[config.mk]
export PLATFORM = sky130hd
export DESIGN_NAME = cpu_if_nway
export DESIGN_NICKNAME = d
export VERILOG_FILES = /design/src/rtl/cpu_if_nway_pkg.sv /design/src/rtl/cpu_if_nway_fetch_queue.sv /design/src/rtl/cpu_if_nway.sv
export SDC_FILE = /design/constraint.sdc
export NUM_CORES = 1
export LEC_CHECK = 0
export ABC_AREA = 1
export CAP_MARGIN = 20
export CORE_ASPECT_RATIO = 0.8
export CORE_MARGIN = 2
export CORE_UTILIZATION = 40
export CTS_CLUSTER_DIAMETER = 50
export DETAILED_ROUTE_END_ITERATION = 10
export HOLD_SLACK_MARGIN = 0.12
export PLACE_DENSITY_LB_ADDON = 0.15
export SLEW_MARGIN = 10
export SYNTH_ARGS = -nofsm -noshare
export SYNTH_HDL_FRONTEND = slang
export SYNTH_HIERARCHICAL = 1
export SYNTH_SLANG_ARGS = --single-unit
[constraint.sdc]
create_clock -name clk -period 9.9 [get_ports clk]
set_clock_uncertainty 0.2 [all_clocks]
set_input_delay 1.98 -clock clk [delete_from_list [all_inputs] [get_ports clk]]
set_output_delay 1.98 -clock clk [all_outputs]
set_load 0.05 [all_outputs]
[src/rtl/cpu_if_nway_pkg.sv]
// Shared types and constants for the multi-lane instruction fetch unit.
// Holds the address/word typedefs, the NOP encoding and the default reset PC.
package cpu_if_nway_pkg;

  typedef logic [31:0] addr_t;
  typedef logic [31:0] word_t;

  localparam word_t NOP              = 32'h0000_0013;
  localparam addr_t RESET_PC_DEFAULT = 32'h0000_0000;

  // Lane i of a fetch group reads the word at base + 4*i (modulo 2^32).
  function automatic addr_t lane_pc(input addr_t base, input int lane);
    return base + (addr_t'(lane) << 2);
  endfunction

endpackage

[src/rtl/cpu_if_nway_fetch_queue.sv]
// Circular fetch queue: up to FETCH_W pushes and FETCH_W pops per cycle.
// Counts arrive pre-clamped from the fetch unit; head lanes are read combinationally.
module fetch_queue
  import cpu_if_nway_pkg::*;
#(
  parameter int FETCH_W = 2,
  parameter int QDEPTH  = 8,
  localparam int CW = $clog2(FETCH_W + 1),
  localparam int PW = $clog2(QDEPTH),
  localparam int OW = PW + 1
) (
  input  logic                   clk,
  input  logic                   rst,
  input  logic                   flush,
  input  logic [CW-1:0]          push_cnt,
  input  logic [32*FETCH_W-1:0]  push_pc,
  input  logic [32*FETCH_W-1:0]  push_inst,
  input  logic [CW-1:0]          pop_cnt,
  output logic [OW-1:0]          occ,
  output logic [FETCH_W-1:0]     deq_valid,
  output logic [32*FETCH_W-1:0]  deq_pc,
  output logic [32*FETCH_W-1:0]  deq_inst
);

  addr_t          pc_mem   [QDEPTH];
  word_t          inst_mem [QDEPTH];
  logic [PW-1:0]  head;
  logic [PW-1:0]  tail;
  logic [OW-1:0]  cnt;

  always_ff @(posedge clk) begin
    if (rst || flush) begin
      head <= '0;
      tail <= '0;
      cnt  <= '0;
    end else begin
      head <= head + PW'(pop_cnt);
      tail <= tail + PW'(push_cnt);
      cnt  <= cnt + OW'(push_cnt) - OW'(pop_cnt);
    end
  end

  // Storage carries no reset; only the pointers and count define what is live.
  always_ff @(posedge clk) begin
    if (!rst && !flush) begin
      for (int i = 0; i < FETCH_W; i++) begin
        if (CW'(i) < push_cnt) begin
          pc_mem[tail + PW'(i)]   <= push_pc[32*i +: 32];
          inst_mem[tail + PW'(i)] <= push_inst[32*i +: 32];
        end
      end
    end
  end

  always_comb begin
    deq_valid = '0;
    deq_pc    = '0;
    deq_inst  = '0;
    for (int i = 0; i < FETCH_W; i++) begin
      if (cnt > OW'(i)) begin
        deq_valid[i]        = 1'b1;
        deq_pc[32*i +: 32]   = pc_mem[head + PW'(i)];
        deq_inst[32*i +: 32] = inst_mem[head + PW'(i)];
      end else begin
        deq_inst[32*i +: 32] = NOP;
      end
    end
  end

  assign occ = cnt;

endmodule

[src/rtl/cpu_if_nway.sv]
// N-lane instruction fetch: issues a PC to the I-cache, accepts the leading run of
// hits that fits in the fetch queue, and presents queue head lanes to decode.
module cpu_if_nway
  import cpu_if_nway_pkg::*;
#(
  parameter int    FETCH_W  = 2,
  parameter int    QDEPTH   = 8,
  parameter addr_t RESET_PC = RESET_PC_DEFAULT,
  localparam int CW = $clog2(FETCH_W + 1),
  localparam int OW = $clog2(QDEPTH) + 1
) (
  input  logic                   clk,
  input  logic                   rst,
  input  logic                   rdy,
  output logic                   req_en,
  output addr_t                  req_pc,
  input  logic [FETCH_W-1:0]     hit,
  input  logic [32*FETCH_W-1:0]  inst,
  input  logic                   redirect,
  input  addr_t                  redirect_pc,
  output logic [FETCH_W-1:0]     deq_valid,
  output logic [32*FETCH_W-1:0]  deq_pc,
  output logic [32*FETCH_W-1:0]  deq_inst,
  input  logic [CW-1:0]          deq_cnt
);

  addr_t                 pc;
  logic [OW-1:0]         occ;
  logic [OW-1:0]         free;
  logic [OW-1:0]         lead;
  logic [OW-1:0]         take;
  logic [OW-1:0]         pops;
  logic [CW-1:0]         push_cnt;
  logic [CW-1:0]         pop_cnt;
  logic [32*FETCH_W-1:0] push_pc;
  logic                  step;
  logic                  flush;
  logic                  run;

  assign step  = rdy && !redirect && !rst;
  assign flush = rdy && redirect && !rst;

  // Hits after the first miss are dropped so the queue stays in program order.
  always_comb begin
    lead = '0;
    run  = 1'b1;
    for (int i = 0; i < FETCH_W; i++) begin
      if (run && hit[i]) lead = lead + OW'(1);
      else               run  = 1'b0;
    end
  end

  // Free space uses start-of-cycle occupancy; pops in the same cycle do not help.
  assign free     = OW'(QDEPTH) - occ;
  assign take     = (lead < free) ? lead : free;
  assign pops     = (OW'(deq_cnt) < occ) ? OW'(deq_cnt) : occ;
  assign push_cnt = step ? CW'(take) : '0;
  assign pop_cnt  = step ? CW'(pops) : '0;

  always_comb begin
    push_pc = '0;
    for (int i = 0; i < FETCH_W; i++) push_pc[32*i +: 32] = lane_pc(pc, i);
  end

  assign req_en = !rst && (occ < OW'(QDEPTH));
  assign req_pc = pc;

  always_ff @(posedge clk) begin
    if (rst)        pc <= RESET_PC;
    else if (flush) pc <= redirect_pc;
    else if (step)  pc <= pc + (addr_t'(push_cnt) << 2);
  end

  fetch_queue #(
    .FETCH_W (FETCH_W),
    .QDEPTH  (QDEPTH)
  ) u_queue (
    .clk       (clk),
    .rst       (rst),
    .flush     (flush),
    .push_cnt  (push_cnt),
    .push_pc   (push_pc),
    .push_inst (inst),
    .pop_cnt   (pop_cnt),
    .occ       (occ),
    .deq_valid (deq_valid),
    .deq_pc    (deq_pc),
    .deq_inst  (deq_inst)
  );

endmodule

==> out/results.ini, run 1 <==
[setup_path]
cp-end-kind=primary output
path_class=reg2out
start_kind=flip-flop
path_max_fanout=62
cp.arrival_ps=5220
cp.required_ps=7720

[clocking]
ctsHoldBuffers=0
cts-root-buf=clkbuf_16
numClockSinks=554
clk_latency_ps=640
cts_max_level=3
ctsResizeCount=0
cts_tree=yes
cts_made_buffers=79
clockBufferDepth=3
cts.clk_slew.worst_paths_ps=60
post-cts-setup-buffers=0

[timing]
tns_ps=0
setup_viol=0
period_minus_slack_ps=7400
slew_headroom_pct=23.2
hold_viol=0
fin_crit_sh_pct=74.8
tightestPinTransition_ps=1150
rsz0062_at_grt=false
max_clock_freq_mhz=135
drv_slew=0

[run]
cap_violations=0

[yosys]
yosys.area_share.xor_xnor_pct=0.954
ys_types=36
ys_warn_count=6
synth_flop_cell=edfxtp_1
synth_edf_count=512
synth_top_family_by_area=simple AND/OR/NAND/NOR gates
synthAdderAreaFrac_pct=0.800
ys_ff_latch=554
synthArstFlopShare_pct=0
synth.net_count=5684
yosys.area_share.simple_pct=37.7
muxShareOfSynthArea_pct=0
synth.yosys.seq_area_share_pct=43.2
synthCells=5559
syn_area_per_cell_sq_um=6.75
synth-compound-area-share_pct=5.19
syn_area_sq_um=37500

[global_routing]
grt_max_degree=193
grt_use_total_pct=27.1
grt_pass1_vias=33100
antenna_found_initial=0
overflow=0
grt_pass1_wl_microns=201000

[drt]
drt_iter0_markers=3696
wl_per_cell_microns=19.4
via_count=35400
final_antenna_net_count=0
wirelength_microns=133000
post-route-drc-count=0
first_pass_iters=6
vias_per_cell=5.18

[pwr]
p_sw_w=0.00344
ir_worst_vdd_mv=0.192
swShare_pct=39.8
power_w=0.00864
power.share.sequential_pct=30.6
leakage_nw=19.3
p_per_area_nw_per_um2=201
combPwrFrac_pct=35.7
internal_power_w=0.00521
clock_power_share_pct=33.7

[final_layout]
final_common_cell=nand2_1
area.growth.synth_to_final_pct=14.6
final_layout_size_suffix_gt1_share_pct=4.68
mostFrequentLayoutCells=2333 x nand2_1, 635 x nand3_1, 622 x inv_1
fillCellCount=9284
antennaDiodeCount=0
nets=5658
finalInstanceArea_sq_um=43000
stdcell_count=6821

[place]
dpl.cell_count=6672
routabilityCongestion=0.933
placed_area_sq_um=40200
io_buffers=266
dp_hpwl_microns=79900

[floorplanning]
num_rows=100
core_area_sq_um=93000
io_pins=267
dieArea_sq_um=96300
die-height_microns=278
die_w_microns=346
start_util_pct=40.4

[worst_hold_path]
hp-class=reg2reg

[status]
status=finished clean

## cells by family after synthesis
group                    Yosys count
buffers and inverters           1061
XOR/XNOR                          40
flip-flops                       554
AO/OA/AOI/OAI                    382
adder cells (fa/ha/maj)           21
AND/OR/NAND/NOR                 3501
## flip-flops by register name, indices dropped and copies added, names as in the netlist
name,cells
u_queue/inst_mem,256
u_queue/pc_mem,256
u_queue/tail,3
u_queue/occ,4
req_pc,32
u_queue/head,3
## routing by layer
layer | vias up | GRT usage [%] | wire (microns)
met2 | 1335 | 43.1 | 59400
met1 | 16600 | 37.9 | 59500
li1 | 17300 | - | -
met4 | 0 | 9.38 | 4000
met5 | - | 0 | 0
met3 | 215 | 3.64 | 9580
## final cells by class
cell class | count | area [sq um] | area share, %
clock buffer | 99 | 2200 | 5.13
clock inverter | 46 | 477 | 1.11
inverter | 630 | 2380 | 5.53
multi-input combinational | 3944 | 17000 | 39.4
sequential | 554 | 16200 | 37.7
tap | 1224 | 1530 | 3.56
timing repair buffer | 324 | 3230 | 7.51
## through the flow
stage	utilization [%]	worst slack, ps	hold slack [ps]
2_1_floorplan	-	1100	281
5_1_grt	46.3	2420	455
3_5_place_dp	43.3	2380	385
6_report	46.3	2500	401
4_1_cts	46.1	2540	403
3_3_place_gp	43.2	2510	395
## cells in the mapped netlist, types with 2 or more instances
| cell | count | area [sq um] |
|---|---|---|
| nor2_2 | 16 | 100 |
| inv_2 | 6 | 22.5 |
| fa_1 | 5 | 100 |
| o21ai_1 | 80 | 400 |
| nand4_1 | 3 | 18.8 |
| or2_2 | 2 | 12.5 |
| inv_1 | 624 | 2340 |
| clkbuf_1 | 111 | 417 |
| ha_1 | 16 | 200 |
| o31ai_1 | 6 | 45.0 |
| clkbuf_2 | 5 | 25.0 |
| xnor2_1 | 9 | 78.8 |
| a22oi_1 | 4 | 30.0 |
| nand2_4 | 4 | 45.0 |
| buf_4 | 45 | 338 |
| edfxtp_1 | 512 | 15400 |
| o21ai_0 | 255 | 1280 |
| nor2_4 | 11 | 124 |
| buf_2 | 211 | 1060 |
| nand2_2 | 9 | 56.3 |
| dfxtp_1 | 42 | 841 |
| buf_1 | 42 | 158 |
| nor3_1 | 4 | 20.0 |
| nand2_1 | 2344 | 8800 |
| a21oi_1 | 31 | 155 |
| buf_6 | 17 | 191 |
| xor2_1 | 30 | 263 |
| nor2_1 | 470 | 1760 |
| nand3_1 | 635 | 3180 |
| a31oi_1 | 4 | 25.0 |
## power by group through the flow
stage / clock, W / sequential [W] / combinational, W
after CTS: 0.00296 / 0.00264 / 0.00309
after global placement: 0 / 0.00269 / 0.00307
after global routing: 0.00306 / 0.00265 / 0.00326
final: 0.00292 / 0.00264 / 0.00308
after floorplan: 0 / 0.00267 / 0.00196
after detailed placement: 0 / 0.00269 / 0.00308
## final timing paths
| check | start | endpoint | slack (ps) | cells after the start |
|---|---|---|---|---|
| setup / recovery | u_queue/head[0] | deq_pc[34] | 2500 | 8 |
| hold / removal | u_queue/tail[2] | u_queue/tail[2] | 400 | 2 |
| setup reg to reg | u_queue/occ[0] | u_queue/pc_mem[5][25] | 4640 | 16 |
| hold reg to reg | u_queue/tail[2] | u_queue/tail[2] | 400 | 2 |
## critical path: stages, from the launching register on
cell	delay [ps]
dfxtp_4	780
ha_4	440
buf_4	880
buf_4	790
nand3_1	140
nand3_1	110
nand2_1	60
nor2_1	400
clkdlybuf4s50_1	890
Power figures use the tool's default switching activity.
==> run 2, diff against run 1 <==
- clock period: 9.9 -> 6.22 ns (I/O delays scaled with it)
==> run 2 against run 1 <==
Effect of this change: sequential share of layout area shrank 0.40 points; non-clock buffer count up 20; hold slack lost 110 ps; clock-buffer cell count is 4 higher; critical path depth shrank 1; combinational power increased by 61%; sequential power grew 59%; first-iteration DRC count is 9.1% lower; total power rose by 63%; largest cell class unchanged; highest routed layer unchanged.
==> out/results.ini, run 2 (synthesis gave the netlist of run 1 again) <==
[place]
pre_cts_slack_ps=904  ; was 2380 ps
routabilityCongestion=0.865  ; was 0.933
io_buffers=266  ; unchanged
dp_hpwl_microns=78800  ; was 79900 microns
dpl.cell_count=6695  ; was 6672
placed_area_sq_um=40500  ; was 40200 sq um

[timing]
period_minus_slack_ps=5540
setup_viol=0  ; unchanged
drv_slew=0  ; unchanged
fin_ws_ps=682  ; was 2500 ps
tightestPinTransition_ps=1120  ; was 1150 ps
rsz0062_at_grt=false  ; unchanged
hold_viol=0  ; unchanged
fin_crit_sh_pct=89.0
finalHoldWorstSlack_ps=295  ; was 401 ps
slew_headroom_pct=25.6  ; was 23.2%
max_clock_freq_mhz=181

[setup_path]
cp.arrival_ps=4090  ; was 5220 ps
reg2regPathDepth=17  ; was 16
cp.required_ps=4780  ; was 7720 ps
r2r_slack_ps=1960  ; was 4640 ps
cp-end-kind=primary output  ; unchanged
rr_endpoint=u_queue/inst_mem[3][23]  ; was u_queue/pc_mem[5][25]
start_kind=flip-flop  ; unchanged
r2r_start=u_queue/occ[0]  ; unchanged
path_max_fanout=75  ; was 62
path_class=reg2out  ; unchanged

[clocking]
ctsResizeCount=0  ; unchanged
post-cts-setup-buffers=0  ; unchanged
numClockSinks=554  ; unchanged
cts_max_level=3  ; unchanged
cts_tree=yes  ; unchanged
clockBufferDepth=3  ; unchanged
cts-root-buf=clkbuf_16  ; unchanged
ctsHoldBuffers=0  ; unchanged
cts.clk_slew.worst_paths_ps=60  ; about the same
clk_latency_ps=650  ; was 640 ps
cts_made_buffers=82  ; was 79

[final_layout]
area.growth.synth_to_final_pct=15.8  ; was 14.6%
finalInstanceArea_sq_um=43500  ; was 43000 sq um
mostFrequentLayoutCells=2333 x nand2_1, 635 x nand3_1, 622 x inv_1  ; unchanged
nets=5681  ; was 5658
multiInputGateArea_sq_um=17000  ; unchanged
stdcell_count=6847  ; was 6821
fillCellCount=9226  ; was 9284
antennaDiodeCount=0  ; unchanged
final_common_cell=nand2_1  ; unchanged
seqCellArea_sq_um=16200  ; unchanged
fin_util_pct=46.8  ; was 46.3%
final_layout_size_suffix_gt1_share_pct=5.02  ; was 4.68%

[pwr]
ir_worst_vdd_mv=0.327  ; was 0.192 mV
internal_power_w=0.00862  ; was 0.00521 W
power.share.sequential_pct=29.7  ; was 30.6%
clock_power_share_pct=35.1  ; was 33.7%
leakage_nw=19.6  ; was 19.3 nW
combPwrFrac_pct=35.2  ; was 35.7%
p_sw_w=0.00549  ; was 0.00344 W
p_per_area_nw_per_um2=325  ; was 201 nW/um^2
swShare_pct=38.9  ; was 39.8%

[drt]
vias_per_cell=5.18  ; about the same
post-route-drc-count=0  ; unchanged
via_count=35500  ; was 35400
first_pass_iters=6  ; unchanged
final_antenna_net_count=0  ; unchanged
wirelength_microns=133000  ; about the same
wl_per_cell_microns=19.4  ; about the same
drt_iter0_markers=3358  ; was 3696

[global_routing]
grt_max_degree=171  ; was 193
grt_pass1_wl_microns=200000  ; was 201000 microns
grt_pass1_vias=32800  ; was 33100
antenna_found_initial=1  ; was 0
overflow=0  ; unchanged
grt_use_total_pct=27.0  ; was 27.1%

[worst_hold_path]
whs_endpoint=req_pc[23]  ; was u_queue/tail[2]
hp-class=reg2reg  ; unchanged
hold_depth=2  ; unchanged
min_from=req_pc[23]  ; was u_queue/tail[2]

[floorplanning]
die-height_microns=278  ; unchanged
start_util_pct=40.4  ; unchanged
core_area_sq_um=93000  ; unchanged
io_pins=267  ; unchanged
dieArea_sq_um=96300  ; unchanged
die_w_microns=346  ; unchanged
num_rows=100  ; unchanged

[run]
cap_violations=0  ; unchanged

[status]
status=finished clean  ; unchanged

## run 2: cell count changes in the layout (fill, tap and decap cells not counted), moves of 4 or more
cell        change
clkinv_1        +5
bufinv_16       +6
buf_12         +13
buf_4          +10
clkinvlp_4      -4
clkinv_8        +4
inv_6           -5
## run 2: final cells by class
| type | count | share of cell area [%] |
|---|---|---|
| Clock buffer | 103 | 5.22 |
| Multi-Input combinational cell | 3944 | 39.0 |
| Timing Repair Buffer | 344 | 8.01 |
| Inverter | 630 | 5.47 |
| Tap cell | 1224 | 3.52 |
| Clock inverter | 48 | 1.43 |
| Sequential cell | 554 | 37.3 |
## run 2: layer usage
layer	GRT usage [%]	routed length, microns
met5	0	0
met4	8.71	3640
met3	2.93	9410
met2	44.1	61100
met1	37.6	58500
## run 2: worst max path at each step
stage               startpoint                     end  slack [ps]  cells after the start
6_report       u_queue/head[0]            deq_inst[39]         680                      7
3_3_place_gp               rdy  u_queue/inst_mem[1][9]         990                     12
5_1_grt        u_queue/head[0]              deq_pc[34]         470                      7
2_1_floorplan              rst  u_queue/inst_mem[0][0]       -1850                      8
4_1_cts        u_queue/head[0]              deq_pc[52]         640                      7
3_5_place_dp               rdy   u_queue/pc_mem[1][28]         900                     12
## run 2: power groups by stage
| stage | combinational, W | clock (W) | sequential [W] |
|---|---|---|---|
| after global routing | 0.00525 | 0.00518 | 0.00419 |
| after global placement | 0.00495 | 0 | 0.00426 |
| after detailed placement | 0.00496 | 0 | 0.00426 |
| after CTS | 0.00498 | 0.00503 | 0.00419 |
| after floorplan | 0.00312 | 0 | 0.00425 |
| final | 0.00496 | 0.00496 | 0.00419 |
## run 2: critical path: stages, from the launching register on
cell	delay [ps]
dfxtp_4	420
buf_4	630
buf_4	710
o21ai_0	200
nor2_1	120
nor2_1	80
nor2_1	290
clkdlybuf4s50_1	910
## run 2: stage by stage
stage	TNS (ps)	power, W
2_1_floorplan	-708540	0.00737
3_3_place_gp	0	0.00922
3_5_place_dp	0	0.00923
4_1_cts	0	0.0142
5_1_grt	0	0.0146
6_report	0	0.0141
